File: src/rtl/systolic_pkg.sv
// Shared types and sizing for the systolic array sequencer.
package systolic_pkg;

  localparam int N             = 3;
  localparam int DW            = 8;
  localparam int CW            = 16;
  localparam int OPERAND_BEATS = 18;
  localparam int RESULT_BEATS  = 9;

  typedef enum logic [2:0] {
    S_IDLE,
    S_LOAD,
    S_CLR,
    S_START,
    S_RUN,
    S_OUT
  } state_t;

endpackage

File: src/rtl/systolic_seq_ctrl.sv
// Sequencer for a 3x3 systolic matrix multiplier: streams 18 operand bytes
// in (A then B, row-major), clears and starts the array, waits for done or
// timeout, then streams the nine 16-bit results out.
// Optional build macro SYSTOLIC_SEQ_CTRL_PERF_EN adds perf_cycles, the RUN
// cycle count of the most recent job.
module systolic_seq_ctrl
  import systolic_pkg::*;
#(
  parameter int TIMEOUT = 15
) (
  input  logic                       clk,
  input  logic                       rst,
  input  logic                       in_valid,
  output logic                       in_ready,
  input  logic [DW-1:0]              in_data,
  output logic                       out_valid,
  input  logic                       out_ready,
  output logic [CW-1:0]              out_data,
  output logic                       out_last,
  output logic                       busy,
  output logic                       err,
  output logic                       arr_clr,
  output logic                       arr_start,
  output logic [RESULT_BEATS*DW-1:0] arr_a,
  output logic [RESULT_BEATS*DW-1:0] arr_b,
  input  logic [RESULT_BEATS*CW-1:0] arr_c,
  input  logic                       arr_done
`ifdef SYSTOLIC_SEQ_CTRL_PERF_EN
  ,
  output logic [15:0]                perf_cycles
`endif
);

  state_t state_q, state_d;

  logic [4:0]                           beat_q;
  logic [15:0]                          run_q;
  logic [3:0]                           k_q;
  logic [RESULT_BEATS-1:0][DW-1:0]      a_q, b_q;
  logic [RESULT_BEATS-1:0][CW-1:0]      res_q;
  logic                                 err_q;

  logic       in_fire, out_fire, last_beat, last_res, run_exit;
  logic [4:0] b_idx;

  assign in_fire   = in_valid && in_ready;
  assign out_fire  = out_valid && out_ready;
  assign last_beat = (beat_q == 5'(OPERAND_BEATS - 1));
  assign last_res  = (k_q == 4'(RESULT_BEATS - 1));
  // Leave RUN on the first done cycle, or once the TIMEOUT-th cycle elapses.
  assign run_exit  = arr_done || (run_q == 16'(TIMEOUT - 1));
  assign b_idx     = beat_q - 5'd9;

  // State register.
  always_ff @(posedge clk or posedge rst) begin
    if (rst) state_q <= S_IDLE;
    else     state_q <= state_d;
  end

  // Next-state logic.
  always_comb begin
    state_d = state_q;
    case (state_q)
      S_IDLE:  if (in_fire) state_d = S_LOAD;
      S_LOAD:  if (in_fire && last_beat) state_d = S_CLR;
      S_CLR:   state_d = S_START;
      S_START: state_d = S_RUN;
      S_RUN:   if (run_exit) state_d = S_OUT;
      S_OUT:   if (out_fire && last_res) state_d = S_IDLE;
      default: state_d = S_IDLE;
    endcase
  end

  // Output decode; out_data is forced to zero outside OUT.
  always_comb begin
    in_ready  = (state_q == S_IDLE) || (state_q == S_LOAD);
    busy      = (state_q != S_IDLE);
    arr_clr   = (state_q == S_CLR);
    arr_start = (state_q == S_START);
    out_valid = (state_q == S_OUT);
    out_last  = (state_q == S_OUT) && last_res;
    out_data  = (state_q == S_OUT) ? res_q[k_q] : '0;
  end

  // Operand capture, run counting, result latch and output index.
  always_ff @(posedge clk or posedge rst) begin
    if (rst) begin
      beat_q <= '0;
      run_q  <= '0;
      k_q    <= '0;
      a_q    <= '0;
      b_q    <= '0;
      res_q  <= '0;
      err_q  <= 1'b0;
    end else begin
      if (in_fire) begin
        if (beat_q < 5'd9) a_q[beat_q[3:0]] <= in_data;
        else               b_q[b_idx[3:0]]  <= in_data;
        beat_q <= last_beat ? 5'd0 : beat_q + 5'd1;
        // A new job starts with a clean error flag.
        if (state_q == S_IDLE) err_q <= 1'b0;
      end
      if (state_q == S_RUN) begin
        if (run_exit) begin
          res_q <= arr_c;
          run_q <= '0;
          if (!arr_done) err_q <= 1'b1;
        end else begin
          run_q <= run_q + 16'd1;
        end
      end
      if (out_fire) k_q <= last_res ? 4'd0 : k_q + 4'd1;
    end
  end

`ifdef SYSTOLIC_SEQ_CTRL_PERF_EN
  // RUN length of the last job, captured as RUN is left.
  always_ff @(posedge clk or posedge rst) begin
    if (rst)                                perf_cycles <= '0;
    else if (state_q == S_RUN && run_exit)  perf_cycles <= run_q + 16'd1;
  end
`endif

  assign arr_a = a_q;
  assign arr_b = b_q;
  assign err   = err_q;

endmodule

File: config.mk
export PLATFORM = sky130hd
export DESIGN_NAME = systolic_seq_ctrl
export DESIGN_NICKNAME = d
export VERILOG_FILES = /design/src/rtl/systolic_pkg.sv /design/src/rtl/systolic_seq_ctrl.sv
export SDC_FILE = /design/constraint.sdc
export NUM_CORES = 1
export LEC_CHECK = 0
export BUFFER_PORTS_ARGS = -buffer_cell sky130_fd_sc_hd__buf_2
export CAP_MARGIN = 40
export CORE_MARGIN = 5
export CORE_UTILIZATION = 35
export DETAILED_ROUTE_END_ITERATION = 6
export SETUP_SLACK_MARGIN = 0.5
export SLEW_MARGIN = 20
export SYNTH_ARGS = -nofsm -noshare
export SYNTH_HDL_FRONTEND = slang
export SYNTH_SLANG_ARGS = --single-unit
File: constraint.sdc
create_clock -name clk -period 12.53 [get_ports clk]
set_input_delay 3.759 -clock clk [delete_from_list [all_inputs] [get_ports clk]]
set_output_delay 3.759 -clock clk [all_outputs]
set_load 0.01 [all_outputs]
==> run summary, run 1 <==
The final worst clock skew is 20.8 ps. Counting distinct cell types in the post-synthesis netlist gives 54. The number of enable-type register cells in the synthesized netlist came out at 0.

The pin slew with the least headroom to its limit came out at 1010 ps. Summed over all layers, the routed wires come to 37,200 um. Dividing the detail-routed via count by the number of cells gives 4.89. The post-detailed-placement half-perimeter wirelength came out at 26,500 um.

The critical path start-end classification is flop to primary output. The area of the mapped netlist came out at 13,800 um2. For this design, the slowest cell found on the critical path is dfrtp_2. STA puts the critical path data arrival time at 2850 ps. For hold timing, the worst endpoint is arr_b[15]. The final weighted congestion in routability-driven placement came out at 0.807. The root buffer cell chosen for the clock tree is clkbuf_16. The number of nets in the layout came out at 1,415.

The number of antenna violations at the first check in global routing is 5. The maximum net fanout on the critical path came out at 24. The hold violation total from the final report is 0.

The number of warnings reported in the yosys synthesis log came out at 0. The total clock sinks came out at 317. The area of the die is 43,400 um2. The CTS H-tree depth came out at 2. The via count came out at 8,753. Clock latency on the worst-skew pair, taken at its later pin, is 540 ps. The endpoint identified for the worst register-to-register timing path is res_q[103]. The die span in x is 208 um. The total of cells resized after clock tree synthesis came out at 0. Setup repair after global routing left no endpoint under its margin. The period utilization is 52.7%. Max-cap violations in this run came to 0. The pin count of the biggest net entering global routing came out at 186. In this design, the stage delay of the slowest critical-path cell is 580 ps. The count of TritonRoute iterations in the first routing pass is 4. The number of pins exceeding their max-slew limit in the final report is 0. The worst hold path belongs to the class flop to flop. The initial utilization of the core area, before any placement, comes to 35.5%. The worst register-to-register path begins at run_q[0]. Counting every instance in the synthesized netlist gives 921. The fraction of the yosys area taken by sequential cells came out at 57.6%. The count of hold buffers inserted by post-cts repair came out at 0. The power density over the cells came out at 242 nW/um2. The share of post-route cells with drive strength above 1 is 47.3%. The detailed router finished its first iteration with 395 violations. The endpoint required time on the critical path is 8770 ps. The most used flip-flop cell after synthesis is dfrtp_1. Global routing finished with a remaining overflow of 0.

The final standard cell utilization of the core came out at 44.4%. The via count of the first global-routing pass is 9,631. The slack of the worst reg-to-reg path is 9720 ps. The number of nets handed over by synthesis was 1,088. The number of remaining DRC errors is 0. The area growth from synthesis to layout came out at 24.9%. Walking the worst path, the cells encountered are buf_4 -> mux4_2 -> mux2i_1 -> o21ai_0 -> buf_2. The flow ran to the end, and the final reports show no timing, DRC or antenna violations.

The core area came out at 38,700 um2. Headroom to the max-slew limit came out at 32.6%. Measured along the y axis, the die boundary spans 208 um.

TritonCTS built the clock tree. Buffers placed on the I/O ports in this run total 323. The worst hold path begins at arr_b[15]. Setup violations remaining at the end of the flow were counted as 0. Setup slack closes at 5920 ps.

Across the VDD grid, the largest voltage drop is 0.138 mV. In the final timing run, aggregate negative setup slack is 0 ps. In this run the post-CTS setup repair buffer count came out at 0. Clock-pin slew was measured on the worst setup and hold paths at 60 ps. The static leakage is 8.38 nW.

Leaving out fill and tap cells, the most frequent cell in the layout is buf_2. The average routed wire per standard cell is 20.8 um. Synthesis inferred 317 register bits. The highest clock frequency the design can meet is 0.151 GHz. In the layout the commonest cells are buf_2, dfrtp_1, mux2_2, mux2_1, nand2_1. The share of synthesized registers carrying an async set or reset came out at 100%. The number of cells on the worst reg-to-reg path is 7.

The global-route wire length before repair is 58,200 um. The placement row count came out at 72. The remaining antenna violation count is 0. The TritonCTS buffer count is 37. The buffer levels on the longest clock path is 3.

The worst setup path is captured at a primary output. In this run the count of I/O pins placed on the die edge is 324. The all-layer global routing usage is 17.0%. The final critical-path required period is 6610 ps. The post-synthesis average cell area is 14.9 um2. The startpoint type of the worst setup path is a flop. Along the worst hold path, the cell count comes to 1. The post-placement setup slack came out at 6460 ps.
## critical path: cells and delay by family, from the launching register on
family / cells / cell delay (ps)
DFF: 1 / 580
buffers and inverters: 2 / 670
AOI/OAI and AO/OA: 1 / 120
muxes: 2 / 940
## cells in the mapped netlist (all sizes together) (8+ instances only)
cell type / n / share of area (%)
nand2b: 8 / 0.36
dfrtp: 317 / 58
clkbuf: 15 / 0.41
mux4: 32 / 5.2
nand2: 41 / 1.1
xor2: 8 / 0.51
mux2i: 17 / 1.2
inv: 9 / 0.25
nor2: 27 / 0.95
buf: 32 / 1.5
nand3: 20 / 0.96
ha: 10 / 0.91
mux2: 289 / 24
o21ai: 31 / 1.1
nor3: 8 / 0.62
## state kept, by name, indices dropped and copies added, names as in the netlist
| register | cells |
|---|---|
| res_q | 144 |
| arr_a | 72 |
| arr_b | 72 |
| run_q | 16 |
| beat_q | 5 |
| k_q | 4 |
| state_q | 3 |
| err | 1 |
## routing by layer
metal / GRT usage [%] / part of all wire, % / up-vias
met4: 4.87 / 2.3 / 6
met1: 21.4 / 42 / 4444
met3: 6.40 / 8.5 / 62
li1: - / - / 3973
met2: 27.7 / 47 / 268
met5: 0 / 0.075 / -
## cell families after synthesis
logic type | count (synthesis) | share of synthesized area, %
mux | 338 | 30.1
flops | 317 | 57.6
simple gates | 140 | 6.25
buf+inv | 56 | 2.13
compound gates | 48 | 2.20
xor+xnor | 12 | 0.764
fa+ha+maj | 10 | 0.909
## worst max path at each step
stage / start / endpoint / slack [ps] / depth (start not counted)
finish: k_q[0] / out_data[6] / 5920 / 5
global route: k_q[0] / out_data[6] / 5780 / 5
CTS: k_q[0] / out_data[6] / 5880 / 5
detailed placement: k_q[0] / out_data[6] / 6460 / 5
global placement: k_q[2] / out_data[6] / 6110 / 6
floorplan: rst / arr_a[0] / 4550 / 1
## cell type report
cell class,count,area [um2]
Clock inverter,6,90.1
Antenna cell,3,7.51
Inverter,9,37.5
Multi-Input combinational cell,548,5550
Timing Repair Buffer,335,1820
Fill cell,3590,21500
Sequential cell,317,7940
Tap cell,518,648
Clock buffer,54,1100
## power by group
part           internal (W)  total, W  switching, W
Combinational      0.000693   0.00132      0.000625
Clock              0.000648   0.00106      0.000415
Sequential          0.00148   0.00178      0.000294
Total               0.00282   0.00416       0.00133
## through the flow
| stage | area (um2) | hold WS, ps | total power [W] | std cells |
|---|---|---|---|---|
| 4_1_cts | 17100 | 481 | 0.00423 | 1785 |
| 5_1_grt | 17200 | 498 | 0.00442 | 1788 |
| 2_1_floorplan | 13800 | 452 | 0.00259 | 921 |
| 3_5_place_dp | 15900 | 469 | 0.00313 | 1725 |
| 6_report | 17200 | 478 | 0.00416 | 1790 |
| 3_3_place_gp | 15900 | 463 | 0.00308 | 1722 |
No activity file was read; power rests on OpenSTA's default activity.
==> run 2: changes to the inputs <==
Clock period 12.53 ns to 5.4 ns, I/O delays scaled along.
==> run 2 against run 1 <==
Against the previous run:
- global-route usage up 0.38 points
- register-to-register slack got worse by 7100 ps
- clock power is 150% higher
- worst setup slack worse by 4700 ps
- cell area increased by 0.10%
- first-iteration DRC count grew 9.1%
- non-clock buffer count is 1 lower
- via count is essentially flat
- flip-flop and latch count stayed put
- highest routed layer unchanged
==> run summary, run 2 (synthesis gave the netlist of run 1 again) <==
The run finished with clean final reports. In this run the critical register-to-register path is launched from run_q[0]. The buffer levels on the longest clock path came out at 3.

The relative max-transition margin is 22.8%. The completed layout was analyzed and its total power is 0.00979 W. The area growth from synthesis to layout is 25.0%. The initial utilization of the core area, before any placement, comes to 35.5%. Leaving out fill and tap cells, the most frequent cell in the layout is buf_2. The final weighted congestion in routability-driven placement is 0.922. In this run the critical register-to-register path is captured at res_q[79]. The ratio of routed vias to standard cells is 4.88. The number of port buffers is 323.

The critical path is of the flop to primary output type. The maximum net fanout on the critical path is 16. Leaving out fill and tap cells, the most frequent cells in the layout are buf_2, dfrtp_1, mux2_2, mux2_1, nand2_1. The tightest min-delay check is of the flop to flop type. The via count is 8,751.

The largest incremental delay on the critical path came out at 520 ps. The share of post-route cells with drive strength above 1 is 47.4%. The number of nets in the layout is 1,414.

The wire length after detailed routing came out at 38,300 um. For hold timing, the worst endpoint is res_q[54]. The number of standard cells in the final layout excluding fillers is 1,793. The post-placement setup slack came out at 1540 ps. The TritonCTS buffer count is 37. Summed over all layers, the global routing overflow is 0. The final standard cell utilization of the core is 44.4%.

The cell at the slowest stage of the critical path is or2_1. The repair_antennas step left the layout with diodes totalling 0. The die span in x came out at 208 um.

The period utilization is 77.1%. Across the VDD grid, the largest voltage drop is 0.393 mV. The filler cell count is 3,585. The switching part of the total power is 31.9%.

The final worst clock skew is 13.2 ps. The number of max-cap violations is 0. The all-layer global routing usage came out at 17.4%. The static leakage is 8.40 nW. Walking the worst path, the cells encountered are and2b_1 -> nand2_1 -> or2_1 -> o21ai_0 -> buf_2. The total clock sinks is 317. The number of DRC violations after detailed-routing iteration 0 came out at 431. The worst setup path is captured at a primary output. The pin slew with the least headroom to its limit came out at 1160 ps. Counting instances, the worst hold path has a depth of 1. The count of TritonRoute iterations in the first routing pass came out at 4.

Setup repair after global routing left no endpoint under its margin. The startpoint of the most critical setup path is state_q[1]. The total buffers and inverters traversed by the critical path came out at 1. The sequential cell fraction of total power is 42.7%.

The remaining antenna violation count is 0. The average routed wire per standard cell is 21.4 um. The number of cells in the design after placement is 1,725. The placement row count came out at 72. The post-detailed-placement half-perimeter wirelength is 27,600 um. The hold violation total from the final report came to 0. The startpoint of the lowest-slack hold path is res_q[54]. The flip-flop count of the largest register after layout came out at 144. In this run the post-CTS setup repair buffer count came out at 0.

The core region is 38,700 um2. The switching power came out at 0.00312 W. The combinational group share of total power came out at 30.5%. STA puts the critical path data arrival time at 2550 ps. The number of antenna violations at the first check in global routing is 5. Dividing total power by cell area gives a power density of 569 nW/um2. The root buffer cell chosen for the clock tree is clkbuf_16. The number of pins exceeding their max-slew limit in the final report is 0.

The largest register by flop count is res_q. The number of cells on the worst reg-to-reg path came out at 7. The CTS tree is yes. The part of the total power dissipated in the clock network came out at 26.8%.

STA puts the critical path data required time at 3780 ps. The internal portion of total power came out at 0.00667 W. The chip height is 208 um. STA classifies the critical path startpoint as a flop. In this run, post-CTS repair resized a total of 0 instances. The setup check on the worst reg-to-reg path leaves a slack of 2660 ps. Buffers inserted to repair hold after CTS numbered 0. 324 I/O pins were placed. Clock latency on the worst-skew pair, taken at its later pin, is 540 ps.

After clock tree synthesis, the clock-pin slew on the worst setup and hold paths is 50 ps. The worst-case setup margin in the final layout is 1230 ps. The final critical-path required period came out at 4170 ps.

Broken down by cell family, the worst path's largest delay share belongs to simple AND/OR/NAND/NOR gates. The total setup violations reported at the end of the flow is 0. The via count of the first global-routing pass came out at 9,574. Entering global routing, the biggest net connects 179 pins. The CTS H-tree depth is 2.

The number of remaining DRC errors came out at 0. The highest clock frequency the design can meet is 0.240 GHz. The area of the die is 43,400 um2. The first global-routing pass estimated 58,700 um of wire.
-- run 2: per-layer routing --
metal | routed length [um] | GRT usage (%) | share of wire (%) | vias up
met3 | 3160 | 6.58 | 8.2 | 60
met5 | 62 | 0 | 0.16 | -
met4 | 1070 | 5.73 | 2.8 | 10
met1 | 15400 | 21.0 | 40 | 4428
met2 | 18600 | 28.9 | 49 | 283
li1 | - | - | - | 3970
-- run 2: layout make-up --
type                       instances  area (um2)  share of cell area [%]
timing repair buffer             334        1750                    10.2
clock inverter                    13         213                    1.24
tap                              518         648                    3.77
clock buffer                      54        1070                    6.22
sequential                       317        7940                    46.1
inverter                           9        37.5                   0.218
multi-input combinational        548        5550                    32.3
-- run 2: power by group through the flow --
| stage | clock network [W] | logic [W] | registers [W] |
|---|---|---|---|
| after global routing | 0.00280 | 0.00330 | 0.00431 |
| after global placement | 0 | 0.00288 | 0.00426 |
| after detailed placement | 0 | 0.00299 | 0.00426 |
| final | 0.00262 | 0.00299 | 0.00418 |
| after floorplan | 0 | 0.00188 | 0.00413 |
| after CTS | 0.00269 | 0.00300 | 0.00423 |
-- run 2: through the flow --
| stage | hold WS (ps) | setup TNS, ps | area (um2) |
|---|---|---|---|
| floorplan | 452 | -141010 | 13800 |
| global placement | 463 | 0 | 15900 |
| detailed placement | 471 | 0 | 15900 |
| CTS | 484 | 0 | 17200 |
| global route | 498 | 0 | 17200 |
| finish | 480 | 0 | 17200 |
-- run 2: worst max path at each step --
stage | to | slack (ps) | cells after the start
final | out_data[11] | 1230 | 5
after floorplan | arr_a[0] | -440 | 1
after detailed placement | out_data[15] | 1540 | 5
after global routing | out_data[11] | 980 | 5
after CTS | out_data[15] | 950 | 5
after global placement | out_data[6] | 1560 | 4
-- run 2: worst reg2reg max path: cells and delay by family (launching register included) --
kind,cells,cell delay [ps]
compound gates,1,280
simple gates,2,560
buf+inv,2,640
mux,1,580
fa+ha+maj,1,130
flops,1,430
